`src/rtl/eth_rx_ctrl.sv`:
```
// Receive-side sequencing helper for the Ethernet MAC RX state machine: field counters,
// inter-frame-gap tracking, destination-address filtering and per-frame status pulses.
module eth_rx_ctrl #(
  parameter int unsigned IFG_MIN = 24,
  parameter int unsigned CNT_W   = 16
) (
  input  logic             MRxClk,
  input  logic             Resetn,
  input  logic             MRxDV,
  input  logic [3:0]       MRxD,
  input  logic             StateIdle,
  input  logic             StatePreamble,
  input  logic             StateSFD,
  input  logic             StateDA,
  input  logic             StateSA,
  input  logic             StateLength,
  input  logic             StateDrop,
  input  logic [1:0]       StateData,
  input  logic [47:0]      MacAddr,
  input  logic             r_Pro,
  input  logic             r_IFG,
  input  logic [CNT_W-1:0] MaxFL,
  output logic [CNT_W-1:0] ByteCnt,
  output logic             Rx_NibCnt,
  output logic             ByteCntEq0,
  output logic             ByteCntGreat2,
  output logic             ByteCntMaxFrame,
  output logic             MRxDEq5,
  output logic             MRxDEqD,
  output logic             IFGCounterEq24,
  output logic             Frame_drop,
  output logic [15:0]      RxLength,
  output logic [CNT_W-1:0] RxDataCnt,
  output logic             RxFrameDone,
  output logic             RxFrameAbort
);

  localparam int unsigned ST_W  = 9;
  localparam int unsigned IFG_W = 5;
  localparam int unsigned S_IDLE = 0, S_PRE = 1, S_SFD = 2, S_DA = 3, S_SA = 4,
                          S_LEN = 5, S_D0 = 6, S_D1 = 7, S_DROP = 8;

  logic [ST_W-1:0]  stateVec, stateQ;
  logic [ST_W-2:0]  stateMrg, stateQMrg;
  logic             cntEntry, daEntry;
  logic             nibMode, byteMode, holdZero;
  logic [CNT_W-1:0] cntQ, byteInc;
  logic             nibQ;
  logic [IFG_W-1:0] ifgCnt;
  logic             addrOk, bcastOk;
  logic [7:0]       daByte;
  logic [3:0]       daNib;
  logic             daIdxOk;
  logic             doneCond, abortCond;

  assign stateVec = {StateDrop, StateData, StateLength, StateSA, StateDA,
                     StateSFD, StatePreamble, StateIdle};

  // DATA0 and DATA1 are folded together so byte counting continues across them
  assign stateMrg  = {stateVec[S_DROP], stateVec[S_D1] | stateVec[S_D0], stateVec[S_LEN:S_IDLE]};
  assign stateQMrg = {stateQ[S_DROP],   stateQ[S_D1]   | stateQ[S_D0],   stateQ[S_LEN:S_IDLE]};
  assign cntEntry  = (stateMrg != stateQMrg);
  assign daEntry   = StateDA & ~stateQ[S_DA];

  assign ByteCnt   = cntEntry ? '0 : cntQ;
  assign Rx_NibCnt = cntEntry ? 1'b0 : nibQ;
  assign byteInc   = (&ByteCnt) ? ByteCnt : ByteCnt + CNT_W'(1);

  assign nibMode  = StatePreamble | StateSFD;
  assign byteMode = StateDA | StateSA | StateLength | (|StateData);
  assign holdZero = StateIdle | StateDrop;

  assign ByteCntEq0      = (ByteCnt == '0);
  assign ByteCntGreat2   = (ByteCnt > CNT_W'(2));
  assign ByteCntMaxFrame = StateData[0] & (ByteCnt == MaxFL);
  assign MRxDEq5         = (MRxD == 4'h5);
  assign MRxDEqD         = (MRxD == 4'hD);
  assign IFGCounterEq24  = (ifgCnt == IFG_W'(IFG_MIN)) | r_IFG;
  assign Frame_drop      = StateSA & ~(addrOk | bcastOk | r_Pro);

  assign doneCond  = (stateQ[S_D0] | stateQ[S_D1]) & StateIdle;
  assign abortCond = StateDrop & (stateQ[S_PRE] | stateQ[S_SFD] | stateQ[S_DA] |
                                  stateQ[S_SA] | stateQ[S_LEN] | stateQ[S_D0]);

  // Station-address nibble expected at the current DA position
  always_comb begin
    daByte = 8'h00;
    case (ByteCnt)
      CNT_W'(0): daByte = MacAddr[47:40];
      CNT_W'(1): daByte = MacAddr[39:32];
      CNT_W'(2): daByte = MacAddr[31:24];
      CNT_W'(3): daByte = MacAddr[23:16];
      CNT_W'(4): daByte = MacAddr[15:8];
      CNT_W'(5): daByte = MacAddr[7:0];
      default:   daByte = 8'h00;
    endcase
  end

  assign daIdxOk = (ByteCnt < CNT_W'(6));
  assign daNib   = Rx_NibCnt ? daByte[7:4] : daByte[3:0];

  always_ff @(posedge MRxClk or negedge Resetn) begin
    if (!Resetn) stateQ <= '0;
    else         stateQ <= stateVec;
  end

  // Field counters; the effective value is stored back so a stalled entry cycle still reads 0
  always_ff @(posedge MRxClk or negedge Resetn) begin
    if (!Resetn) begin
      cntQ <= '0;
      nibQ <= 1'b0;
    end else if (holdZero) begin
      cntQ <= '0;
      nibQ <= 1'b0;
    end else if (MRxDV && nibMode) begin
      cntQ <= byteInc;
      nibQ <= 1'b0;
    end else if (MRxDV && byteMode) begin
      cntQ <= Rx_NibCnt ? byteInc : ByteCnt;
      nibQ <= ~Rx_NibCnt;
    end else begin
      cntQ <= ByteCnt;
      nibQ <= Rx_NibCnt;
    end
  end

  always_ff @(posedge MRxClk or negedge Resetn) begin
    if (!Resetn)                       ifgCnt <= '0;
    else if (MRxDV && !holdZero)       ifgCnt <= '0;
    else if (!MRxDV && ifgCnt < IFG_W'(IFG_MIN)) ifgCnt <= ifgCnt + IFG_W'(1);
  end

  always_ff @(posedge MRxClk or negedge Resetn) begin
    if (!Resetn) begin
      addrOk  <= 1'b0;
      bcastOk <= 1'b0;
    end else if (StateDA && MRxDV) begin
      addrOk  <= (daEntry | addrOk) & daIdxOk & (MRxD == daNib);
      bcastOk <= (daEntry | bcastOk) & (MRxD == 4'hF);
    end else if (daEntry) begin
      addrOk  <= 1'b1;
      bcastOk <= 1'b1;
    end
  end

  always_ff @(posedge MRxClk or negedge Resetn) begin
    if (!Resetn) begin
      RxLength <= '0;
    end else if (StateLength && MRxDV) begin
      case ({ByteCnt == CNT_W'(1), Rx_NibCnt})
        2'b00:   RxLength[11:8]  <= MRxD;
        2'b01:   RxLength[15:12] <= MRxD;
        2'b10:   RxLength[3:0]   <= MRxD;
        default: RxLength[7:4]   <= MRxD;
      endcase
    end
  end

  // cntQ already holds the last data byte count plus one when IDLE is first seen
  always_ff @(posedge MRxClk or negedge Resetn) begin
    if (!Resetn) begin
      RxDataCnt    <= '0;
      RxFrameDone  <= 1'b0;
      RxFrameAbort <= 1'b0;
    end else begin
      RxFrameDone  <= doneCond;
      RxFrameAbort <= abortCond;
      if (doneCond) RxDataCnt <= cntQ;
    end
  end

endmodule

```
`config.mk`:
```
export PLATFORM = sky130hd
export DESIGN_NAME = eth_rx_ctrl
export DESIGN_NICKNAME = d
export VERILOG_FILES = /design/src/rtl/eth_rx_ctrl.sv
export SDC_FILE = /design/constraint.sdc
export NUM_CORES = 1
export LEC_CHECK = 0
export ABC_AREA = 0
export BUFFER_PORTS_ARGS = -buffer_cell sky130_fd_sc_hd__clkbuf_2
export CORE_ASPECT_RATIO = 0.6
export CORE_MARGIN = 5
export CORE_UTILIZATION = 56
export CTS_BUF_LIST = sky130_fd_sc_hd__clkbuf_2
export CTS_CLUSTER_SIZE = 25
export DETAILED_ROUTE_END_ITERATION = 10
export GPL_TIMING_DRIVEN = 0
export HOLD_SLACK_MARGIN = 0.12
export PLACE_DENSITY = 0.87
export SYNTH_ARGS = -nofsm -noshare
export SYNTH_HDL_FRONTEND = slang
export SYNTH_SLANG_ARGS = --single-unit
```
`constraint.sdc`:
```
create_clock -name MRxClk -period 9.82 [get_ports MRxClk]
set_input_delay 0.982 -clock MRxClk [delete_from_list [all_inputs] [get_ports MRxClk]]
set_output_delay 0.982 -clock MRxClk [all_outputs]
set_load 0.005 [all_outputs]
```
==> impl_metrics.csv, run 1 <==
group,metric,value,unit
synthesis,async_reset_ff_share,100,%
sta,grt_setup_unrepaired,"no",
floorplan,placementRows,23,
sta,hold_viol_final,0,
synthesis,syn_area_per_cell,9.70,µm²
synthesis,syn_area,3970,µm²
synthesis,synthTopCellsByArea,"dfrtp_1, mux2_2, nand2_1",
clocking,cts_root_buf,"clkbuf_2",
layout,nFillCells,525,
synthesis,yosysWarnings,0,
layout,final_util,72.5,%
floorplan,die_w,119,µm
detailed_routing,wl_per_cell,19.3,µm
clocking,cts_resized,0,
layout,fin_area,4930,µm²
layout,multi_input_area,2120,µm²
detailed_routing,ant_nets,0,
critical_path,cp.required,8.84,ns
clocking,clkTransAtPathRegs,0.17,ns
grt,gr-total-overflow,0,
grt,grt_max_degree,65,
synthesis,synthCells,409,
min_path,hold_path.class,"primary input to asynchronous set/reset pin",
synthesis,synth_commonest_cells,"dfrtp_1, nand2_1, mux2_2",
layout,antenna_cells,0,
run_status,violations,"design-rule violations",
synthesis,ys_ff_latch,67,
grt,antenna_found_initial,0,
sta,slew_headroom,49.5,%
detailed_routing,drc,1,
placement,gp_congestion,0.916,
critical_path,crit_chain,"clkbuf_2 > or2_1 > xnor2_2 > nor3_4 > buf_6 > buf_6 > buf_2 > nand2_1 > inv_1 > ha_1 > clkbuf_1 > o21ai_0 > clkbuf_2",
clocking,cts_buffer_depth,2,
critical_path,critical_path_class,"primary input to output pin",
placement,port-buffer-count,138,
critical_path,cp-end-kind,"output pin",
detailed_routing,via_per_inst,6.03,
detailed_routing,dr.pass1.iters,9,
critical_path,cpMaxStageDelayCell,"clkbuf_1",
sta,slew_viol_final,0,
critical_path,cpPeakStageDelay,0.43,ns
critical_path,cp-start-kind,"primary input",
synthesis,synth_top_area_share,42.2,%
placement,hpwl,9960,µm
clocking,cts_tree,"done",
clocking,numClockSinks,67,
sta,clock_skew,0.0322,ns
sta,tightest_slew,0.753,ns
layout,final_nets,648,
grt,grt_pass1_wl,20000,µm
clocking,htree_levels,3,
power,power_leakage,2.55,nW
placement,placed_cell_area,4800,µm²
clocking,post-cts-setup-buffers,0,
detailed_routing,dr_total_vias,3920,
sta,finalCriticalPeriod,4.77,ns
sta,fin_crit_sh,48.6,%
job,maxCapViolations,0,
clocking,worstSkewPairLatency,0.55,ns
layout,area_growth,24.1,%
clocking,numCtsBuffers,9,
sta,finalSetupViolations,0,
grt,grt_use_total,29.2,%
layout,seq_area,1680,µm²
layout,final_cells,650,
floorplan,io-pin-count,140,
synthesis,synth_most_common_cell,"dfrtp_1",
floorplan,initial_utilization,58.4,%
floorplan,die_h,75.2,µm
power,vdd_drop_max,0.0000722,V
placement,dp.cells,635,
synthesis,synth_top_cell_by_area,"dfrtp_1",
layout,drive_gt1_share,36.4,%
floorplan,core_area,6790,µm²
synthesis,synth_edf_count,0,
run_status,outcome,"finished with violations",
synthesis,ys_seq_area_share,42.2,%
floorplan,dieArea,8930,µm²
synthesis,synth_cell_types,59,
sta,fin_setup_tns,0,ns
detailed_routing,first_iter_violations,415,
synthesis,ys.flop_type,"dfrtp_1",
power,p_total,567,µW
detailed_routing,wl,12500,µm
grt,first_global_vias,3918,
synthesis,syn_nets,498,
clocking,holdBufCountCts,0,
power,pwr_density_cell,115,nW/µm²
critical_path,path_max_fanout,10,
critical_path,critPathArrivalTime,3.79,ns
sta,timing.fmax,0.210,GHz
==> per-layer routing <==
layer	part of all wire [%]	routed length, µm	GRT usage (%)
met5	0	0	0
met4	1.7	212	8.22
met3	11	1420	8.41
met2	44	5460	44.8
met1	43	5430	41.0
==> sequential cells by signal, summed over array words and instances, names as in the netlist <==
register      cells
RxDataCnt        16
RxLength         16
cntQ             16
stateQ            9
ifgCnt            5
RxFrameAbort      1
RxFrameDone       1
addrOk            1
bcastOk           1
nibQ              1
==> critical path, delay by kind of cell <==
family / cells / cell delay [ns]
buffers and inverters: 7 / 1.45
xor gates and xnor gates: 1 / 0.16
AOI/OAI and AO/OA: 1 / 0.23
and+or+nand+nor: 3 / 0.79
adders and majority gates: 1 / 0.16
==> area by class of cell <==
cell class | count | area share (%)
multi-input combinational | 304 | 43.1
sequential | 67 | 34.0
timing repair buffer | 139 | 14.6
tap | 87 | 2.21
buffer | 17 | 1.80
clock inverter | 5 | 1.60
inverter | 21 | 1.60
clock buffer | 10 | 1.02
==> path summary, 6_finish.rpt <==
| kind | from | endpoint | slack, ns | depth (start not counted) |
|---|---|---|---|---|
| hold / removal | Resetn | RxDataCnt[13] | 0.24 | 1 |
| setup reg to reg | stateQ[3] | addrOk | 5.49 | 18 |
| min in group MRxClk | RxDataCnt[15] | RxDataCnt[15] | 0.51 | 2 |
| max in group asynchronous | Resetn | RxDataCnt[4] | 9.08 | 2 |
| hold reg to reg | RxDataCnt[15] | RxDataCnt[15] | 0.51 | 2 |
| setup / recovery | StateData[0] | ByteCntGreat2 | 5.05 | 13 |
==> cells in the final DEF (no fill, tap or decap), drive strengths merged, types with 8 or more instances in the layout <==
master / n
mux2: 29
o21ai: 15
xor2: 11
a22oi: 16
nand4: 8
clkbuf: 160
inv: 21
nand2: 47
nor3: 8
a21oi: 17
mux2i: 8
nand3: 21
xnor2: 18
dfrtp: 67
nor2: 25
and2: 9
==> power breakdown <==
group	switching, mW	total, mW	internal [mW]	leakage, nW
combinational	0.0423	0.0797	0.0373	1.57
sequential	0.0124	0.301	0.288	0.892
clock	0.103	0.186	0.0836	0.0817
==> metrics by stage <==
stage               setup WS (ns)  hold WS [ns]
CTS                          5.09         0.210
floorplan                    5.92         0.473
global route                 4.91         0.190
detailed placement           4.93         0.478
global placement             4.92         0.468
finish                       5.05         0.239
==> kinds of logic (layout without fill, tap and decap cells) <==
kind of cell,after synthesis,count (layout),share of synthesized area [%]
adders and majority gates,7,7,2.21
buffers and inverters,38,192,4.22
muxes,37,37,10.2
DFF,67,67,42.2
and+or+nand+nor,151,151,20.5
AOI/OAI and AO/OA,80,80,14.0
xor gates and xnor gates,29,29,6.59
Note: power is estimated with default switching activity, not from simulation.
==> inputs of run 2 (changes only) <==
--- a/config.mk
+++ b/config.mk
@@ -9,13 +9,13 @@
 export BUFFER_PORTS_ARGS = -buffer_cell sky130_fd_sc_hd__clkbuf_2
 export CORE_ASPECT_RATIO = 0.6
 export CORE_MARGIN = 5
-export CORE_UTILIZATION = 56
+export CORE_UTILIZATION = 47
 export CTS_BUF_LIST = sky130_fd_sc_hd__clkbuf_2
 export CTS_CLUSTER_SIZE = 25
 export DETAILED_ROUTE_END_ITERATION = 10
 export GPL_TIMING_DRIVEN = 0
 export HOLD_SLACK_MARGIN = 0.12
-export PLACE_DENSITY = 0.87
+export PLACE_DENSITY = 0.78
 export SYNTH_ARGS = -nofsm -noshare
 export SYNTH_HDL_FRONTEND = slang
 export SYNTH_SLANG_ARGS = --single-unit
==> constraint.sdc (replaced) <==
create_clock -name MRxClk -period 4 [get_ports MRxClk]
set_input_delay 0.4 -clock MRxClk [delete_from_list [all_inputs] [get_ports MRxClk]]
set_output_delay 0.4 -clock MRxClk [all_outputs]
set_load 0.005 [all_outputs]
==> run 2 against run 1 <==
  * The run now ends clean
  * Critical path depth rose by 5
  * Die area grew 17%
  * Total power rose to 2.5 times the previous value
  * Critical endpoint is now addrOk
  * Cell count rose by 5.4%
  * First-iteration DRC count is 16% lower
  * Sequential share of layout area shrank 1.2 points
  * Count of clock-buffer cells in the layout did not move
==> impl_metrics.csv, run 2 (synthesized netlist as in run 1, its figures left out) <==
group,metric,value,unit
run_status,outcome,"complete, no violations",
layout,nFillCells,735,
detailed_routing,first_iter_violations,349,
critical_path,cp-endpoint,"addrOk",
critical_path,r2r_setup_slack,0.25,ns
min_path,hold_path.class,"primary input to flop",
floorplan,dieArea,10400,µm²
critical_path,cp-end-kind,"flop",
clocking,htree_levels,3,
detailed_routing,dr_total_vias,3930,
floorplan,core_area,8360,µm²
clocking,worstSkewPairLatency,0.54,ns
clocking,numCtsBuffers,9,
clocking,cts_root_buf,"clkbuf_2",
layout,final_nets,657,
clocking,cts_tree,"done",
sta,fin_crit_sh,95.8,%
layout,multi_input_area,2150,µm²
placement,hpwl,9900,µm
layout,mostFrequentLayoutCell,"clkbuf_2",
floorplan,die_h,81.2,µm
power,p_total,1.42,mW
grt,antenna_found_initial,0,
critical_path,critPathArrivalTime,4.30,ns
placement,gp_congestion,0.957,
placement,port-buffer-count,138,
critical_path,worstReg2RegStart,"stateQ[3]",
min_path,min_path_cells,2,
sta,timing.fmax,0.261,GHz
sta,clock_skew,0.0383,ns
critical_path,r2r_end,"addrOk",
detailed_routing,ant_nets,0,
clocking,numClockSinks,67,
clocking,cts_buffer_depth,2,
detailed_routing,drc,0,
sta,setup_ws,0.167,ns
detailed_routing,via_per_inst,5.74,
sta,whs,0.228,ns
detailed_routing,wl,12900,µm
sta,grt_setup_unrepaired,"yes",
critical_path,rr_worst_depth,17,
layout,fin_area,5100,µm²
power,pwr_density_cell,279,nW/µm²
detailed_routing,wl_per_cell,18.9,µm
critical_path,cp-start-kind,"primary input",
critical_path,cp.required,4.46,ns
sta,slew_headroom,34.3,%
power,vdd_drop_max,0.000132,V
grt,grt_use_total,25.0,%
floorplan,placementRows,26,
sta,finalSetupViolations,0,
layout,reg.largest.list,"RxDataCnt x16, RxLength x16, cntQ x16",
floorplan,die_w,129,µm
floorplan,initial_utilization,47.5,%
layout,final_cell_mix,"clkbuf_2, dfrtp_1, nand2_1",
placement,post-place-ws,-0.142,ns
layout,area_growth,28.5,%
layout,seq_area,1680,µm²
detailed_routing,dr.pass1.iters,5,
sta,hold_viol_final,0,
grt,grt_pass1_wl,20300,µm
critical_path,path_max_fanout,10,
power,power_leakage,2.60,nW
layout,drive_gt1_share,37.3,%
floorplan,io-pin-count,140,
sta,finalCriticalPeriod,3.83,ns
grt,grt_max_degree,68,
placement,placed_cell_area,4830,µm²
grt,first_global_vias,3963,
critical_path,critical_path_class,"primary input to flop",
sta,fin_setup_tns,0,ns
sta,slew_viol_final,0,
clocking,clkTransAtPathRegs,0.22,ns
grt,gr-total-overflow,0,
layout,antenna_cells,0,
critical_path,cp-startpoint,"StateSA",
job,maxCapViolations,0,
sta,tightest_slew,0.980,ns
run 2: per-layer routing:
metal	up-vias	GRT usage [%]	share of wire [%]
met1	1885	35.6	45
met3	14	8.08	11
li1	1790	-	-
met4	0	5.97	0.94
met2	241	37.1	44
met5	-	0	0
run 2: cell type report:
cell class / count / share of cell area [%]
buffer: 15 / 1.72
clock buffer: 10 / 0.981
clock inverter: 6 / 1.74
inverter: 21 / 1.55
multi-input combinational: 304 / 42.2
sequential: 67 / 32.9
tap: 112 / 2.75
timing repair buffer: 150 / 16.2
run 2: through the flow:
step	std cells	util (%)
floorplan	409	-
global placement	659	57.4
finish	685	61.0
global route	685	61.0
detailed placement	660	57.8
CTS	686	60.6
run 2: worst min-delay path by stage:
stage / from / endpoint / slack [ns]
after floorplan: Resetn / RxDataCnt[0] / 0.10
after global placement: RxDataCnt[2] / RxDataCnt[2] / 0.47
after detailed placement: Resetn / RxFrameAbort / 0.47
after CTS: MRxD[2] / RxLength[10] / 0.18
after global routing: MRxD[2] / RxLength[10] / 0.18
final: MRxD[2] / RxLength[10] / 0.23
run 2: timing repair:
| action | 4_1_cts | 5_1_grt |
|---|---|---|
| endpoints found under the setup margin | 0 | 9 |
| hold buffers | 10 | 0 |
| resized for setup | 0 | 13 |
| hold endpoints to repair | 77 | 0 |
| buffers inserted | 0 | 1 |
run 2: where the power goes:
part           switching [mW]  total (mW)  leakage, nW  internal, mW
Combinational           0.107       0.205         1.63        0.0988
Clock                   0.270       0.480       0.0785         0.210
Sequential             0.0279       0.736        0.892         0.708
run 2: worst max-delay path, cell delays in order:
cell           delay [ns]
dlygate4sd3_1        0.53
clkbuf_2             0.14
xnor2_1              0.17
nand4_1              0.17
nor3_4               0.32
buf_6                0.19
buf_6                0.15
clkbuf_4             0.22
nand2_1              0.14
inv_1                0.18
ha_1                 0.21
clkbuf_2             0.25
a222oi_1             0.15
a22oi_1              0.29
a21oi_1              0.14
a31oi_2              0.19
mux2i_1              0.12
o41ai_2              0.33
